==> config.mk <==
export PLATFORM = sky130hd
export DESIGN_NAME = tp_pattern_gen
export DESIGN_NICKNAME = d
export VERILOG_FILES = /design/src/rtl/tp_pkg.sv /design/src/rtl/tp_timing_counter.sv /design/src/rtl/tp_pattern_gen.sv
export SDC_FILE = /design/constraint.sdc
export NUM_CORES = 1
export LEC_CHECK = 0
export CORE_ASPECT_RATIO = 0.75
export CORE_MARGIN = 2
export CORE_UTILIZATION = 40
export CTS_BUF_LIST = sky130_fd_sc_hd__clkbuf_2
export DETAILED_ROUTE_END_ITERATION = 6
export PLACE_DENSITY = 0.61
export SYNTH_ARGS = -nofsm -noshare
export SYNTH_HDL_FRONTEND = slang
export SYNTH_SLANG_ARGS = --single-unit
==> constraint.sdc <==
create_clock -name pix_clk_tp -period 5.1 [get_ports pix_clk_tp]
set_clock_uncertainty 0.2 [all_clocks]
set_input_delay 0.51 -clock pix_clk_tp [delete_from_list [all_inputs] [get_ports pix_clk_tp]]
set_output_delay 0.51 -clock pix_clk_tp [all_outputs]
set_load 0.1 [all_outputs]
==> src/rtl/tp_pkg.sv <==
// Shared definitions for the test-pattern generator: pattern select
// encodings, colour-bar table, default 720p timing and a helper that sizes
// the pixel/line counters.
package tp_pkg;

    typedef enum logic [1:0] {
        PAT_BARS  = 2'b00,
        PAT_GRAD  = 2'b01,
        PAT_CHECK = 2'b10,
        PAT_LIVE  = 2'b11
    } pat_sel_t;

    // Default 1280x720 timing
    localparam int unsigned TP_H_ACTIVE  = 1280;
    localparam int unsigned TP_H_FP      = 110;
    localparam int unsigned TP_H_SYNC    = 40;
    localparam int unsigned TP_H_BP      = 220;
    localparam int unsigned TP_V_ACTIVE  = 720;
    localparam int unsigned TP_V_FP      = 5;
    localparam int unsigned TP_V_SYNC    = 5;
    localparam int unsigned TP_V_BP      = 20;
    localparam bit          TP_SYNC_POL  = 1'b1;
    localparam int unsigned TP_CHK_SHIFT = 5;

    // Bar colours as {R,G,B}; index 0 is the leftmost bar.
    localparam logic [7:0][23:0] BAR_TABLE = {
        24'h000000,   // 7 black
        24'h0000FF,   // 6 blue
        24'hFF0000,   // 5 red
        24'hFF00FF,   // 4 magenta
        24'h00FF00,   // 3 green
        24'h00FFFF,   // 2 cyan
        24'hFFFF00,   // 1 yellow
        24'hFFFFFF    // 0 white
    };

    // Counter width: enough for the total, but never narrower than the
    // bits the gradient ([7:0]) and checker ([chk_shift]) look at.
    function automatic int unsigned tp_cnt_width(input int unsigned total,
                                                 input int unsigned chk_shift);
        int unsigned w;
        w = $clog2(total);
        if (w < 8) w = 8;
        if (w < chk_shift + 1) w = chk_shift + 1;
        return w;
    endfunction

endpackage

==> src/rtl/tp_timing_counter.sv <==
// Pixel/line counters for the pattern generator plus combinational decode
// of the active region, sync windows and the last pixel of the frame.
module tp_timing_counter #(
    parameter int unsigned H_ACTIVE = 1280,
    parameter int unsigned H_FP     = 110,
    parameter int unsigned H_SYNC   = 40,
    parameter int unsigned H_BP     = 220,
    parameter int unsigned V_ACTIVE = 720,
    parameter int unsigned V_FP     = 5,
    parameter int unsigned V_SYNC   = 5,
    parameter int unsigned V_BP     = 20,
    parameter int unsigned CW       = 11
) (
    input  logic          pix_clk_i,
    input  logic          rst_n_i,
    output logic [CW-1:0] h_cnt_o,
    output logic [CW-1:0] v_cnt_o,
    output logic          active_o,
    output logic          hsync_o,
    output logic          vsync_o,
    output logic          frame_end_o
);

    localparam int unsigned H_TOTAL  = H_ACTIVE + H_FP + H_SYNC + H_BP;
    localparam int unsigned V_TOTAL  = V_ACTIVE + V_FP + V_SYNC + V_BP;
    localparam int unsigned HS_START = H_ACTIVE + H_FP;
    localparam int unsigned HS_END   = H_ACTIVE + H_FP + H_SYNC;
    localparam int unsigned VS_START = V_ACTIVE + V_FP;
    localparam int unsigned VS_END   = V_ACTIVE + V_FP + V_SYNC;

    logic [CW-1:0] h_cnt_q, h_cnt_d;
    logic [CW-1:0] v_cnt_q, v_cnt_d;
    logic          h_last, v_last;

    assign h_last = (h_cnt_q == CW'(H_TOTAL - 1));
    assign v_last = (v_cnt_q == CW'(V_TOTAL - 1));

    // Next-count logic: line counter only advances on the horizontal wrap
    always_comb begin
        h_cnt_d = h_last ? '0 : h_cnt_q + 1'b1;
        v_cnt_d = v_cnt_q;
        if (h_last) begin
            v_cnt_d = v_last ? '0 : v_cnt_q + 1'b1;
        end
    end

    // Counter registers
    always_ff @(posedge pix_clk_i or negedge rst_n_i) begin
        if (!rst_n_i) begin
            h_cnt_q <= '0;
            v_cnt_q <= '0;
        end else begin
            h_cnt_q <= h_cnt_d;
            v_cnt_q <= v_cnt_d;
        end
    end

    assign h_cnt_o     = h_cnt_q;
    assign v_cnt_o     = v_cnt_q;
    assign active_o    = (h_cnt_q < CW'(H_ACTIVE)) && (v_cnt_q < CW'(V_ACTIVE));
    assign hsync_o     = (h_cnt_q >= CW'(HS_START)) && (h_cnt_q < CW'(HS_END));
    // vsync depends on the line count only, so it toggles on h_cnt = 0
    assign vsync_o     = (v_cnt_q >= CW'(VS_START)) && (v_cnt_q < CW'(VS_END));
    assign frame_end_o = h_last && v_last;

endmodule

==> src/rtl/tp_pattern_gen.sv <==
// Video test-pattern generator: timing, pattern select synchronizer,
// frame-aligned pattern latch and registered sync/DE/RGB outputs.
// Optional build macro TP_FRAME_CNT_EN adds a frame counter output and
// makes the gradient scroll horizontally by one pixel per frame.
module tp_pattern_gen
    import tp_pkg::*;
#(
    parameter int unsigned H_ACTIVE  = TP_H_ACTIVE,
    parameter int unsigned H_FP      = TP_H_FP,
    parameter int unsigned H_SYNC    = TP_H_SYNC,
    parameter int unsigned H_BP      = TP_H_BP,
    parameter int unsigned V_ACTIVE  = TP_V_ACTIVE,
    parameter int unsigned V_FP      = TP_V_FP,
    parameter int unsigned V_SYNC    = TP_V_SYNC,
    parameter int unsigned V_BP      = TP_V_BP,
    parameter bit          SYNC_POL  = TP_SYNC_POL,
    parameter int unsigned CHK_SHIFT = TP_CHK_SHIFT
) (
    input  logic       pix_clk_tp,
    input  logic       rst_n,
    input  logic [1:0] Img_Select,
    output logic       hsync_tp,
    output logic       vsync_tp,
    output logic       de_tp,
    output logic [7:0] redh,
    output logic [7:0] greenh,
    output logic [7:0] blueh
`ifdef TP_FRAME_CNT_EN
    ,
    output logic [7:0] frame_cnt
`endif
);

    localparam int unsigned H_TOTAL = H_ACTIVE + H_FP + H_SYNC + H_BP;
    localparam int unsigned V_TOTAL = V_ACTIVE + V_FP + V_SYNC + V_BP;
    localparam int unsigned CW      = tp_cnt_width((H_TOTAL > V_TOTAL) ? H_TOTAL : V_TOTAL,
                                                   CHK_SHIFT);
    localparam int unsigned BAR_W   = H_ACTIVE / 8;

    logic [CW-1:0] h_cnt, v_cnt;
    logic          active, hsync, vsync, frame_end;

    logic [1:0]    sel_meta_q, sel_sync_q;
    pat_sel_t      pat_sel_q;
    logic [2:0]    bar_idx;
    logic [23:0]   rgb_d;
    logic [23:0]   rgb_q;
    logic          de_q, hsync_q, vsync_q;

    tp_timing_counter #(
        .H_ACTIVE (H_ACTIVE),
        .H_FP     (H_FP),
        .H_SYNC   (H_SYNC),
        .H_BP     (H_BP),
        .V_ACTIVE (V_ACTIVE),
        .V_FP     (V_FP),
        .V_SYNC   (V_SYNC),
        .V_BP     (V_BP),
        .CW       (CW)
    ) u_timing (
        .pix_clk_i   (pix_clk_tp),
        .rst_n_i     (rst_n),
        .h_cnt_o     (h_cnt),
        .v_cnt_o     (v_cnt),
        .active_o    (active),
        .hsync_o     (hsync),
        .vsync_o     (vsync),
        .frame_end_o (frame_end)
    );

`ifdef TP_FRAME_CNT_EN
    logic [7:0] frame_cnt_q;

    // Frame counter advances on the same edge the pattern latch updates
    always_ff @(posedge pix_clk_tp or negedge rst_n) begin
        if (!rst_n) begin
            frame_cnt_q <= '0;
        end else if (frame_end) begin
            frame_cnt_q <= frame_cnt_q + 8'd1;
        end
    end

    assign frame_cnt = frame_cnt_q;
`endif

    // Switch synchronizer; pattern only changes between frames
    always_ff @(posedge pix_clk_tp or negedge rst_n) begin
        if (!rst_n) begin
            sel_meta_q <= 2'b00;
            sel_sync_q <= 2'b00;
            pat_sel_q  <= PAT_BARS;
        end else begin
            sel_meta_q <= Img_Select;
            sel_sync_q <= sel_meta_q;
            if (frame_end) begin
                pat_sel_q <= pat_sel_t'(sel_sync_q);
            end
        end
    end

    assign bar_idx = 3'(h_cnt / CW'(BAR_W));

    // Pixel colour for the current counter position; blank outside active
    always_comb begin
        rgb_d = 24'h000000;
        if (active) begin
            case (pat_sel_q)
                PAT_BARS:  rgb_d = BAR_TABLE[bar_idx];
`ifdef TP_FRAME_CNT_EN
                PAT_GRAD:  rgb_d = {h_cnt[7:0] + frame_cnt_q, v_cnt[7:0], 8'h80};
`else
                PAT_GRAD:  rgb_d = {h_cnt[7:0], v_cnt[7:0], 8'h80};
`endif
                PAT_CHECK: rgb_d = (h_cnt[CHK_SHIFT] ^ v_cnt[CHK_SHIFT]) ? 24'hFFFFFF
                                                                          : 24'h000000;
                PAT_LIVE:  rgb_d = 24'h000000;
                default:   rgb_d = 24'h000000;
            endcase
        end
    end

    // Output registers: one cycle behind the counters
    always_ff @(posedge pix_clk_tp or negedge rst_n) begin
        if (!rst_n) begin
            de_q    <= 1'b0;
            hsync_q <= ~SYNC_POL;
            vsync_q <= ~SYNC_POL;
            rgb_q   <= 24'h000000;
        end else begin
            de_q    <= active;
            hsync_q <= hsync ? SYNC_POL : ~SYNC_POL;
            vsync_q <= vsync ? SYNC_POL : ~SYNC_POL;
            rgb_q   <= rgb_d;
        end
    end

    assign de_tp    = de_q;
    assign hsync_tp = hsync_q;
    assign vsync_tp = vsync_q;
    assign redh     = rgb_q[23:16];
    assign greenh   = rgb_q[15:8];
    assign blueh    = rgb_q[7:0];

endmodule

==> results by stage <==
Run status:
- The flow ran to the end, and the final reports show no timing, DRC or antenna violations.

Clock tree:
- In this run, post-CTS repair resized a total of 0 instances.
- Hold repair after CTS inserted 0 buffers.
- The number of sinks on the clock net is ~50.
- After clock tree synthesis, the setup repair step added 0 buffers.
- The clock passes through at most 2 buffers.
- Buffers inserted during clock tree synthesis total 5.
- The library cell used as clock root buffer is sky130_fd_sc_hd__clkbuf_2.
- The clock tree from TritonCTS is built.
- Clock-pin slew was measured on the worst setup and hold paths at around 0.24 ns.
- The H-tree was split into 2 levels.
- The insertion delay of the later-clocked pin in the worst-skew pair is 0.42 ns.

Layout:
- The count of nets after finishing is 275.
- Of the cells placed in the final design, the portion with a size suffix greater than 1 is 0.0674.
- Leaving out fill and tap cells, the most frequent cell in the layout is sky130_fd_sc_hd__dfrtp_1.
- Leaving out fill and tap cells, the most frequent cells in the layout are sky130_fd_sc_hd__dfrtp_1, sky130_fd_sc_hd__clkdlybuf4s50_1, sky130_fd_sc_hd__nand2_1.
- The count of inserted antenna diode cells is 0.
- The layout overhead on the synthesized area is 12.2%.

Floorplanning:
- The region available for standard cell placement spans approximately 6200 µm².
- The horizontal die dimension is between 90 and 100 µm.
- After floorplanning, the core was divided into 25 placement rows.
- The floorplan step set the die height to 73.1 µm.
- The number of ports placed on the die boundary is 31.
- The floorplan step defined a die boundary enclosing about 7000 µm².
- The starting density of the core is 0.409.

Synth:
- The number of library cell types mapped by synthesis is between 50 and 60.
- The adder and majority gate portion of the synthesized area is 0.0329.
- The post-synthesis net count is 260.
- The combinational family with the most area after synthesis is simple AND/OR/NAND/NOR gates.
- The mux share of post-synthesis cell area is 0.0403.
- The number of synthesized register bits is slightly below 50.
- The xor and xnor area share after synthesis is 0.0447.
- The cell area after technology mapping is 2550 µm².
- Among all flip-flop cells after synthesis, the most frequent one is sky130_fd_sc_hd__dfrtp_1.
- The proportion of register bits with asynchronous set or reset after synthesis is 1.00.
- The cell count after synthesis is roughly 250.
- During synthesis, Yosys emitted a total of 0 warnings.
- The number of enable flip-flop cells after synthesis is 0.
- In this run the mean area of a mapped cell was between 10 and 15 µm².
- The share of the Yosys chip area taken by registers is 0.481.
- The simple-gate share of the synthesized area is 0.206.
- The synthesized-area fraction occupied by ao, oa, aoi and oai cells is 0.127.

Timing:
- The worst max-slew margin expressed relative to the limit is 0.284.
- For the finished layout, the period the worst path requires is about 2.8 ns.
- The final-report setup violation count is 0.
- The slew at the pin with the worst max-slew slack is roughly 1.1 ns.
- Setup repair after global routing left no endpoint under its margin.
- Once routing completed, OpenROAD measured the worst setup slack at between 2 and 2.5 ns.
- The max-slew violation count is 0.
- Of the available clock period, the critical path in the final layout requires 0.546.
- The final hold violation count is 0.
- After routing, the total negative slack on setup checks comes to 0 ns.
- Static timing analysis puts the maximum clock frequency at between 300 and 400 MHz.

Drt:
- The DRC violations left is 0.
- In the final routed layout, each cell accounts on average for 14.8 µm.
- For this block, the routed nets add up to 5130 µm of wire.
- Once detail routing completed, the nets flagged for antenna violations numbered 0.
- The routed via count divided by cell count is roughly 5.4.
- The first routing iteration left roughly 150 violations.
- The routed layout has approximately 1.9k vias.
- The pre-antenna-repair detailed-routing pass consisted of 4 iterations.

Place:
- The last weighted congestion value of the routability-driven placer is 0.881.
- The pre-CTS setup slack is around 2.8 ns.
- The half-perimeter wire length after detailed placement is 3580 µm.
- The number of buffer cells added on primary ports is 30.

Critical path:
- The worst setup path is launched from a flip-flop.
- On the worst path, the slowest cell contributes a delay of around 1.2 ns.
- Of all nets on the critical path, the largest fanout is 7.
- At the worst endpoint, the arrival time is ~2.1 ns.
- The flop-to-flop setup slack is about 2.8 ns.
- The combined buffer and inverter count along the critical path is 1.
- The capture instance of the worst register-to-register path is pat_sel_q[1]$_DFFE_PN0P_.
- The slowest cell on the critical path is sky130_fd_sc_hd__clkdlybuf4s50_1.
- The number of cells on the worst reg-to-reg path is 4.
- The kind of critical path is flip-flop to output port.
- The cell family contributing the most delay on the critical path is buffers and inverters.
- The critical register-to-register path startpoint is u_timing.v_cnt_o[5]$_DFFE_PN0N_.
- STA classifies the critical path endpoint as an output port.
- Walking the worst path, the cells encountered are clkdlybuf4s50_1.
- STA puts the critical path data required time at approximately 4.4 ns.

Run:
- The tool flagged a number of max-cap violations equal to 0.

GRT:
- The number of antenna violations at the first check in global routing came to 0.
- The number of global-route vias before repair was about 1.7k.
- The wire length of the first global-routing pass is between 8000 and 9000 µm.
- Entering global routing, the biggest net connects 50 pins.
- The residual overflow from global routing is 0.
- The total global-route track usage is 0.155.

Hold path:
- The worst hold path belongs to the class input pin to asynchronous set/reset pin.

Power and ir drop:
- Dividing total power by cell area gives a power density of ~190 nW/µm².
- The worst IR drop on VDD is 101 µV.
- In this run the static leakage power is roughly 1.1 nW.
state kept, by name (all words and copies together) (netlist names):
name / flops
de_tp: 1
hsync_tp: 1
pat_sel_q: 2
rgb_q: 18
sel_meta_q: 2
sel_sync_q: 2
u_timing.h_cnt_o: 11
u_timing.v_cnt_o: 11
vsync_tp: 1
logic make-up after synthesis:
kind of cell / Yosys count
simple gates: 92
flops: 49
compound gates: 46
buf+inv: 34
xor+xnor: 13
mux: 10
fa+ha+maj: 7
final cells by class:
type	count	area, µm²
fillers	601	3370
flip-flops and latches	49	1230
multi-input cells	168	1150
repair buffers	30	295
well taps	81	101
inverters	12	45.0
clock buffers	5	25.0
clock inverters	3	17.5
cell usage after synthesis, types with 2 or more instances:
master | n | area share
sky130_fd_sc_hd__and2_1 | 3 | 0.0074
sky130_fd_sc_hd__o21ai_0 | 3 | 0.0059
sky130_fd_sc_hd__nand4_1 | 10 | 0.025
sky130_fd_sc_hd__nor3b_1 | 2 | 0.0059
sky130_fd_sc_hd__buf_2 | 10 | 0.020
sky130_fd_sc_hd__nand2b_1 | 2 | 0.0049
sky130_fd_sc_hd__xnor2_1 | 10 | 0.034
sky130_fd_sc_hd__or3_1 | 3 | 0.0074
sky130_fd_sc_hd__o211ai_1 | 7 | 0.021
sky130_fd_sc_hd__and3_1 | 4 | 0.0098
sky130_fd_sc_hd__nand3_1 | 15 | 0.029
sky130_fd_sc_hd__clkbuf_1 | 4 | 0.0059
sky130_fd_sc_hd__xor2_1 | 3 | 0.010
sky130_fd_sc_hd__nand2_1 | 17 | 0.025
sky130_fd_sc_hd__nor2b_1 | 3 | 0.0074
sky130_fd_sc_hd__and4b_1 | 2 | 0.0079
sky130_fd_sc_hd__a31oi_1 | 10 | 0.025
sky130_fd_sc_hd__or2_0 | 2 | 0.0049
sky130_fd_sc_hd__nor2_1 | 12 | 0.018
sky130_fd_sc_hd__a21oi_1 | 9 | 0.018
sky130_fd_sc_hd__mux2_1 | 2 | 0.0088
sky130_fd_sc_hd__ha_1 | 5 | 0.025
sky130_fd_sc_hd__dfrtp_1 | 49 | 0.48
sky130_fd_sc_hd__nor3_1 | 8 | 0.016
sky130_fd_sc_hd__inv_2 | 2 | 0.0029
sky130_fd_sc_hd__inv_1 | 10 | 0.015
sky130_fd_sc_hd__mux2i_1 | 8 | 0.031
sky130_fd_sc_hd__buf_4 | 7 | 0.021
through the flow:
| step | util | cells | total power [mW] | hold slack [ns] | area, µm² |
|---|---|---|---|---|---|
| 2_1_floorplan | - | 251 | 0.398 | 0.0144 | 2550 |
| 3_3_place_gp | 0.452 | 340 | 0.407 | 0.133 | 2820 |
| 3_5_place_dp | 0.452 | 340 | 0.408 | 0.138 | 2820 |
| 4_1_cts | 0.459 | 348 | 0.565 | 0.0455 | 2860 |
| 5_1_grt | 0.459 | 348 | 0.579 | 0.0639 | 2860 |
| 6_report | 0.459 | 348 | 0.555 | 0.0150 | 2860 |
where the power goes:
part	leakage, nW	switching, mW	internal, mW	total (mW)
logic	0.534	0.00729	0.00160	0.00889
registers	0.562	0.000417	0.391	0.391
clock network	0.0304	0.122	0.0325	0.155
total	1.13	0.130	0.425	0.555
worst max path at each step:
stage | from | end | slack [ns] | cells past startpoint
final | rgb_q[6]$_DFF_PN0_ | blueh[6] | 2.32 | 1
after global routing | rgb_q[6]$_DFF_PN0_ | blueh[6] | 2.19 | 1
after CTS | rgb_q[6]$_DFF_PN0_ | blueh[6] | 2.26 | 1
after detailed placement | rgb_q[6]$_DFF_PN0_ | blueh[6] | 2.80 | 1
after global placement | rgb_q[6]$_DFF_PN0_ | blueh[0] | 2.83 | 1
after floorplan | rgb_q[6]$_DFF_PN0_ | blueh[1] | 2.98 | 1
routing by layer:
metal / up-vias / part of all wire / global-route usage
li1: 930 / - / -
met5: - / 0 / 0
met4: 0 / 0.0090 / 0.0444
met3: 5 / 0.069 / 0.0465
met2: 59 / 0.42 / 0.212
met1: 892 / 0.51 / 0.235
Power figures use the tool's default switching activity.
==> patch 1: new RTL, same settings <==
`rgb_q` no longer has a reset.
--- a/src/rtl/tp_pattern_gen.sv
+++ b/src/rtl/tp_pattern_gen.sv
@@ -125,13 +125,15 @@
             de_q    <= 1'b0;
             hsync_q <= ~SYNC_POL;
             vsync_q <= ~SYNC_POL;
-            rgb_q   <= 24'h000000;
         end else begin
             de_q    <= active;
             hsync_q <= hsync ? SYNC_POL : ~SYNC_POL;
             vsync_q <= vsync ? SYNC_POL : ~SYNC_POL;
-            rgb_q   <= rgb_d;
         end
+    end
+
+    always_ff @(posedge pix_clk_tp) begin
+        rgb_q <= rgb_d;
     end
 
     assign de_tp    = de_q;
Check against the original RTL: not equivalent (Yosys sat finds a counterexample within 4 cycles, from zero or initial values and one cycle with rst_n low).
==> patch 1 against the unedited design <==
  * Setup slack better by 0.035 ns
  * Design area is 3.7% lower
  * Total power is 0.13% lower
  * Synthesized area is 3.9% lower
  * Final cell count is 0.29% lower
  * Critical path depth stayed put
  * Wire length is 4.4% lower
  * Sequential share of layout area is 1.6 points lower
  * Sequential cell count stayed put
  * First-iteration DRC count is 11% lower
==> patch 1: results (changes against the unedited design) <==
Critical path
  – CP startpoint: rgb_q[6]$_SDFF_PN0_ (was rgb_q[6]$_DFF_PN0_)
  – FF-to-FF path depth: 5 (was 4)
  – Max incr delay on CP: 1.17 ns (about the same)
  – Crit path to: blueh[4] (was blueh[6])
  – Critical Path AT: 2.04 ns (was 2.07 ns)
  – R2r setup slk: 2.65 ns (was 2.75 ns)
  – Slowest stage cell, crit path: clkdlybuf4s50_1 (unchanged)
  – Worst r2r src: u_timing.h_cnt_o[9]$_DFF_PN0_ (was u_timing.v_cnt_o[5]$_DFFE_PN0N_)
  – Critical R2R Capture: rgb_q[18]$_SDFF_PN0_ (was pat_sel_q[1]$_DFFE_PN0P_)
  – Largest delay share family, worst path: buffers and inverters (unchanged)

Global route
  – First-pass GRT wire length: 8.19 mm (was 8.40 mm)
  – Total Routing Usage GR: 15.5% (about the same)
  – Largest net degree at the start of global routing: 32 (was 50)
  – Initial antenna violation count: 0 (unchanged)
  – Vias in the first global route: 1656 (was 1658)

Worst hold path
  – Hold Startpoint: sel_meta_q[0]$_DFF_PN0_
  – Hold crit path type: flip-flop to flip-flop (was primary input to async pin)

Layout
  – Share of cells above drive strength 1: 8.18% (was 6.74%)
  – Total Nets Final: 277 (was 275)
  – Largest register by flop count: rgb_q (unchanged)
  – Fillers: 577 (was 601)

Drt
  – Met2 wire len: 2.03 mm (was 2.14 mm)
  – Met1 wire length: 2.59 mm (was 2.60 mm)
  – DR vias: 1843 (was 1886)
  – Drt pass-1 iters: 5 (was 4)
  – DR iter-0 viols: 132 (was 148)
  – Routed length per instance: 14.1 um (was 14.8 um)
  – Vias per inst: 5.31 (was 5.42)
  – Met3 WL post-DR: 238 um (was 353 um)

Clock tree
  – Bufs on Longest Clock Path: 2 (unchanged)
  – H-tree depth: 2 (unchanged)
  – Post-cts sizing count: 0 (unchanged)

Place
  – Area after DPL: 0.00271 mm2 (was 0.00282 mm2)
  – HPWL Detailed: 3.42 mm (was 3.58 mm)
  – RePlAce Congestion: 0.761 (was 0.881)
  – Placed Instances: 339 (was 340)
  – I/O Buffers: 30 (unchanged)

Status
  – Status: complete, no violations (unchanged)

Logic synthesis
  – Synth top area cells: dfrtp_1, dfxtp_1, a21o_1 (was dfrtp_1, xnor2_1, mux2i_1)
  – Most frequent cell after synthesis: dfrtp_1 (unchanged)
  – Sequential element share of the synthesized area: 46.4% (was 48.1%)
  – Async SR Flop Fraction: 63.3% (was 100%)
  – Commonest cells in the netlist: dfrtp_1, nor2_1, dfxtp_1, o21ai_0, a21o_1 (was dfrtp_1, nand2_1, nand3_1, nor2_1)
  – Distinct cells, synth: 52 (was 57)

STA
  – Final WS setup: 2.35 ns (was 2.32 ns)
  – Hold WS: 0.182 ns (was 0.0150 ns)
  – Worst-Margin Slew: 1.01 ns (was 1.07 ns)

Power
  – Worst vdd ir: 0.100 mV (was 0.101 mV)
  – Sw Share: 22.6% (was 23.4%)
  – Leak: 1.15 nW (was 1.13 nW)
[patch 1: cell types whose count changed after synthesis, moves of 6 or more]
cell | unedited run | this run
dfrtp_1 | 49 | 31
dfxtp_1 | 0 | 18
a21o_1 | 1 | 14
o21ai_0 | 3 | 15
nor2_1 | 12 | 21
mux2i_1 | 8 | 1
buf_2 | 10 | 4
nand2_1 | 17 | 11
[patch 1: cell families (layout without fill, tap and decap cells)]
logic type,count (synthesis),count (layout),synth area share [%]
AO/OA/AOI/OAI,62,62,16.4
XOR/XNOR,11,11,3.93
adder cells (fa/ha/maj),5,5,2.55
buffers and inverters,29,47,7.15
flip-flops,49,49,46.4
multiplexers,5,5,2.25
AND/OR/NAND/NOR,90,90,21.3
[patch 1: power by group through the flow]
stage / Combinational [mW] / Sequential, mW / Clock, mW
detailed placement: 0.00803 / 0.396 / 0
CTS: 0.00803 / 0.389 / 0.165
floorplan: 0.0000127 / 0.396 / 0
global route: 0.00885 / 0.390 / 0.180
global placement: 0.00807 / 0.396 / 0
finish: 0.00761 / 0.389 / 0.158
[patch 1: metal layers]
metal	GRT usage (%)	up-vias
met5	0	-
met4	4.83	0
met3	3.47	5
met2	21.5	52
met1	24.0	876
li1	-	910
[patch 1: layout make-up]
class                   count  area (um2)  share of cell area (%)
repair buffers             31         308                    11.2
flip-flops and latches     49        1140                    41.3
inverters                   8        30.0                    1.09
multi-input cells         173        1140                    41.4
well taps                  78        97.6                    3.55
clock buffers               7        35.0                    1.27
clock inverters             1        7.51                   0.273
==> patch 2: new RTL, same flow settings <==
Made on the original files. Build with the macro `TP_FRAME_CNT_EN` defined.
--- a/src/rtl/tp_pattern_gen.sv
+++ b/src/rtl/tp_pattern_gen.sv
@@ -2,6 +2,8 @@
 // frame-aligned pattern latch and registered sync/DE/RGB outputs.
 // Optional build macro TP_FRAME_CNT_EN adds a frame counter output and
 // makes the gradient scroll horizontally by one pixel per frame.
+`define TP_FRAME_CNT_EN
+
 module tp_pattern_gen
     import tp_pkg::*;
 #(
Behaviour (old outputs only; new: frame_cnt): no difference found for any inputs over 10 cycles, from zero or initial values and one cycle with rst_n low; that may be too few to reach the edited logic, so the function may still have changed.
==> patch 2 against the unedited design <==
  * Setup slack got worse by 0.075 ns
  * Wire length rose by 34%
  * Total power rose by 22%
  * Count of clock-buffer cells in the layout rose by 4
  * Synthesized cell count rose by 28%
  * Synthesized area rose by 22%
  * Sequential cell count rose by 8
  * Sequential share of layout area fell by 2.9 points
  * Design area rose by 25%
  * Critical path type unchanged
  * Largest cell class is now multi-input combinational cells
==> patch 2: results (changes against the unedited design) <==
Status
  – Status: complete, no violations (unchanged)

Place
  – RePlAce Congestion: 0.840 (was 0.881)
  – HPWL Detailed: 4.88 mm (was 3.58 mm)
  – Pre-CTS setup slack: 2.57 ns (was 2.80 ns)

Global route
  – Total Routing Usage GR: 17.8% (was 15.5%)
  – Vias in the first global route: 2276 (was 1658)
  – Largest net degree at the start of global routing: 58 (was 50)

Drt
  – DR vias: 2422 (was 1886)
  – Vias per inst: 5.35 (was 5.42)
  – DR iter-0 viols: 137 (was 148)
  – Routed length per instance: 15.2 um (was 14.8 um)

Layout
  – FFs & Latches: 57 (was 49)
  – #MultiIn Comb: 229 (was 168)
  – Signal buf overhead: 11.0% (was 10.3%)
  – Total Nets Final: 367 (was 275)
  – Area grow syn2layout: 15.2% (was 12.2%)
  – Footprint of the multi-input gates: 0.00151 mm2 (was 0.00115 mm2)
  – Non-clock buffers: 40 (was 30)

Critical path
  – Worst r2r src: u_timing.v_cnt_o[9]$_DFFE_PN0N_ (was u_timing.v_cnt_o[5]$_DFFE_PN0N_)
  – Critical R2R Capture: rgb_q[21]$_DFF_PN0_ (was pat_sel_q[1]$_DFFE_PN0P_)

Worst hold path
  – Hold crit path type: flip-flop to flip-flop (was primary input to async pin)

STA
  – Hold WS: 0.169 ns (was 0.0150 ns)
  – Post-route clock period utilization: 56.0% (was 54.6%)

Logic synthesis
  – Distinct cells, synth: 53 (was 57)
  – Net Count, Synth: 339 (was 260)
  – Sequential element share of the synthesized area: 46.0% (was 48.1%)
  – Commonest cells in the netlist: dfrtp_1, nand2_1, a21oi_1, o21ai_0, nor2_1 (was dfrtp_1, nand2_1, nand3_1, nor2_1)

Power
  – Power Total: 678 uW (was 555 uW)

Floorplanning
  – Well Taps: 101 (was 81)

Clock tree
  – Total CTS buffers: 9 (was 5)
## patch 2: changes by cell type after synthesis, sizes merged, moves of 6 or more
cell / unedited run / this run
nand2: 17 / 34
nor2: 12 / 18
o21ai: 4 / 22
ha: 5 / 13
dfrtp: 49 / 57
a31oi: 10 / 3
a21oi: 9 / 26
buf: 18 / 9
clkbuf: 4 / 14
mux2i: 8 / 2
## patch 2: timing repair
action / CTS / global route
gates resized for setup: 0 / 0
hold buffers: 1 / 0
endpoints found under the hold margin: 57 / 0
## patch 2: metal layers
metal / global-route usage [%] / vias to the layer above / share of wire [%]
met3: 5.28 / 8 / 6.9
met2: 24.2 / 73 / 41
met1: 26.3 / 1167 / 51
met4: 6.97 / 0 / 1.1
met5: 0 / - / 0
li1: - / 1174 / -
## patch 2: cells by family after synthesis
kind of cell	after synthesis	synth area share (%)
compound gates	79	15.9
xor+xnor	23	6.50
fa+ha+maj	14	5.89
buf+inv	35	5.29
flops	57	46.0
mux	5	1.74
simple gates	108	18.6
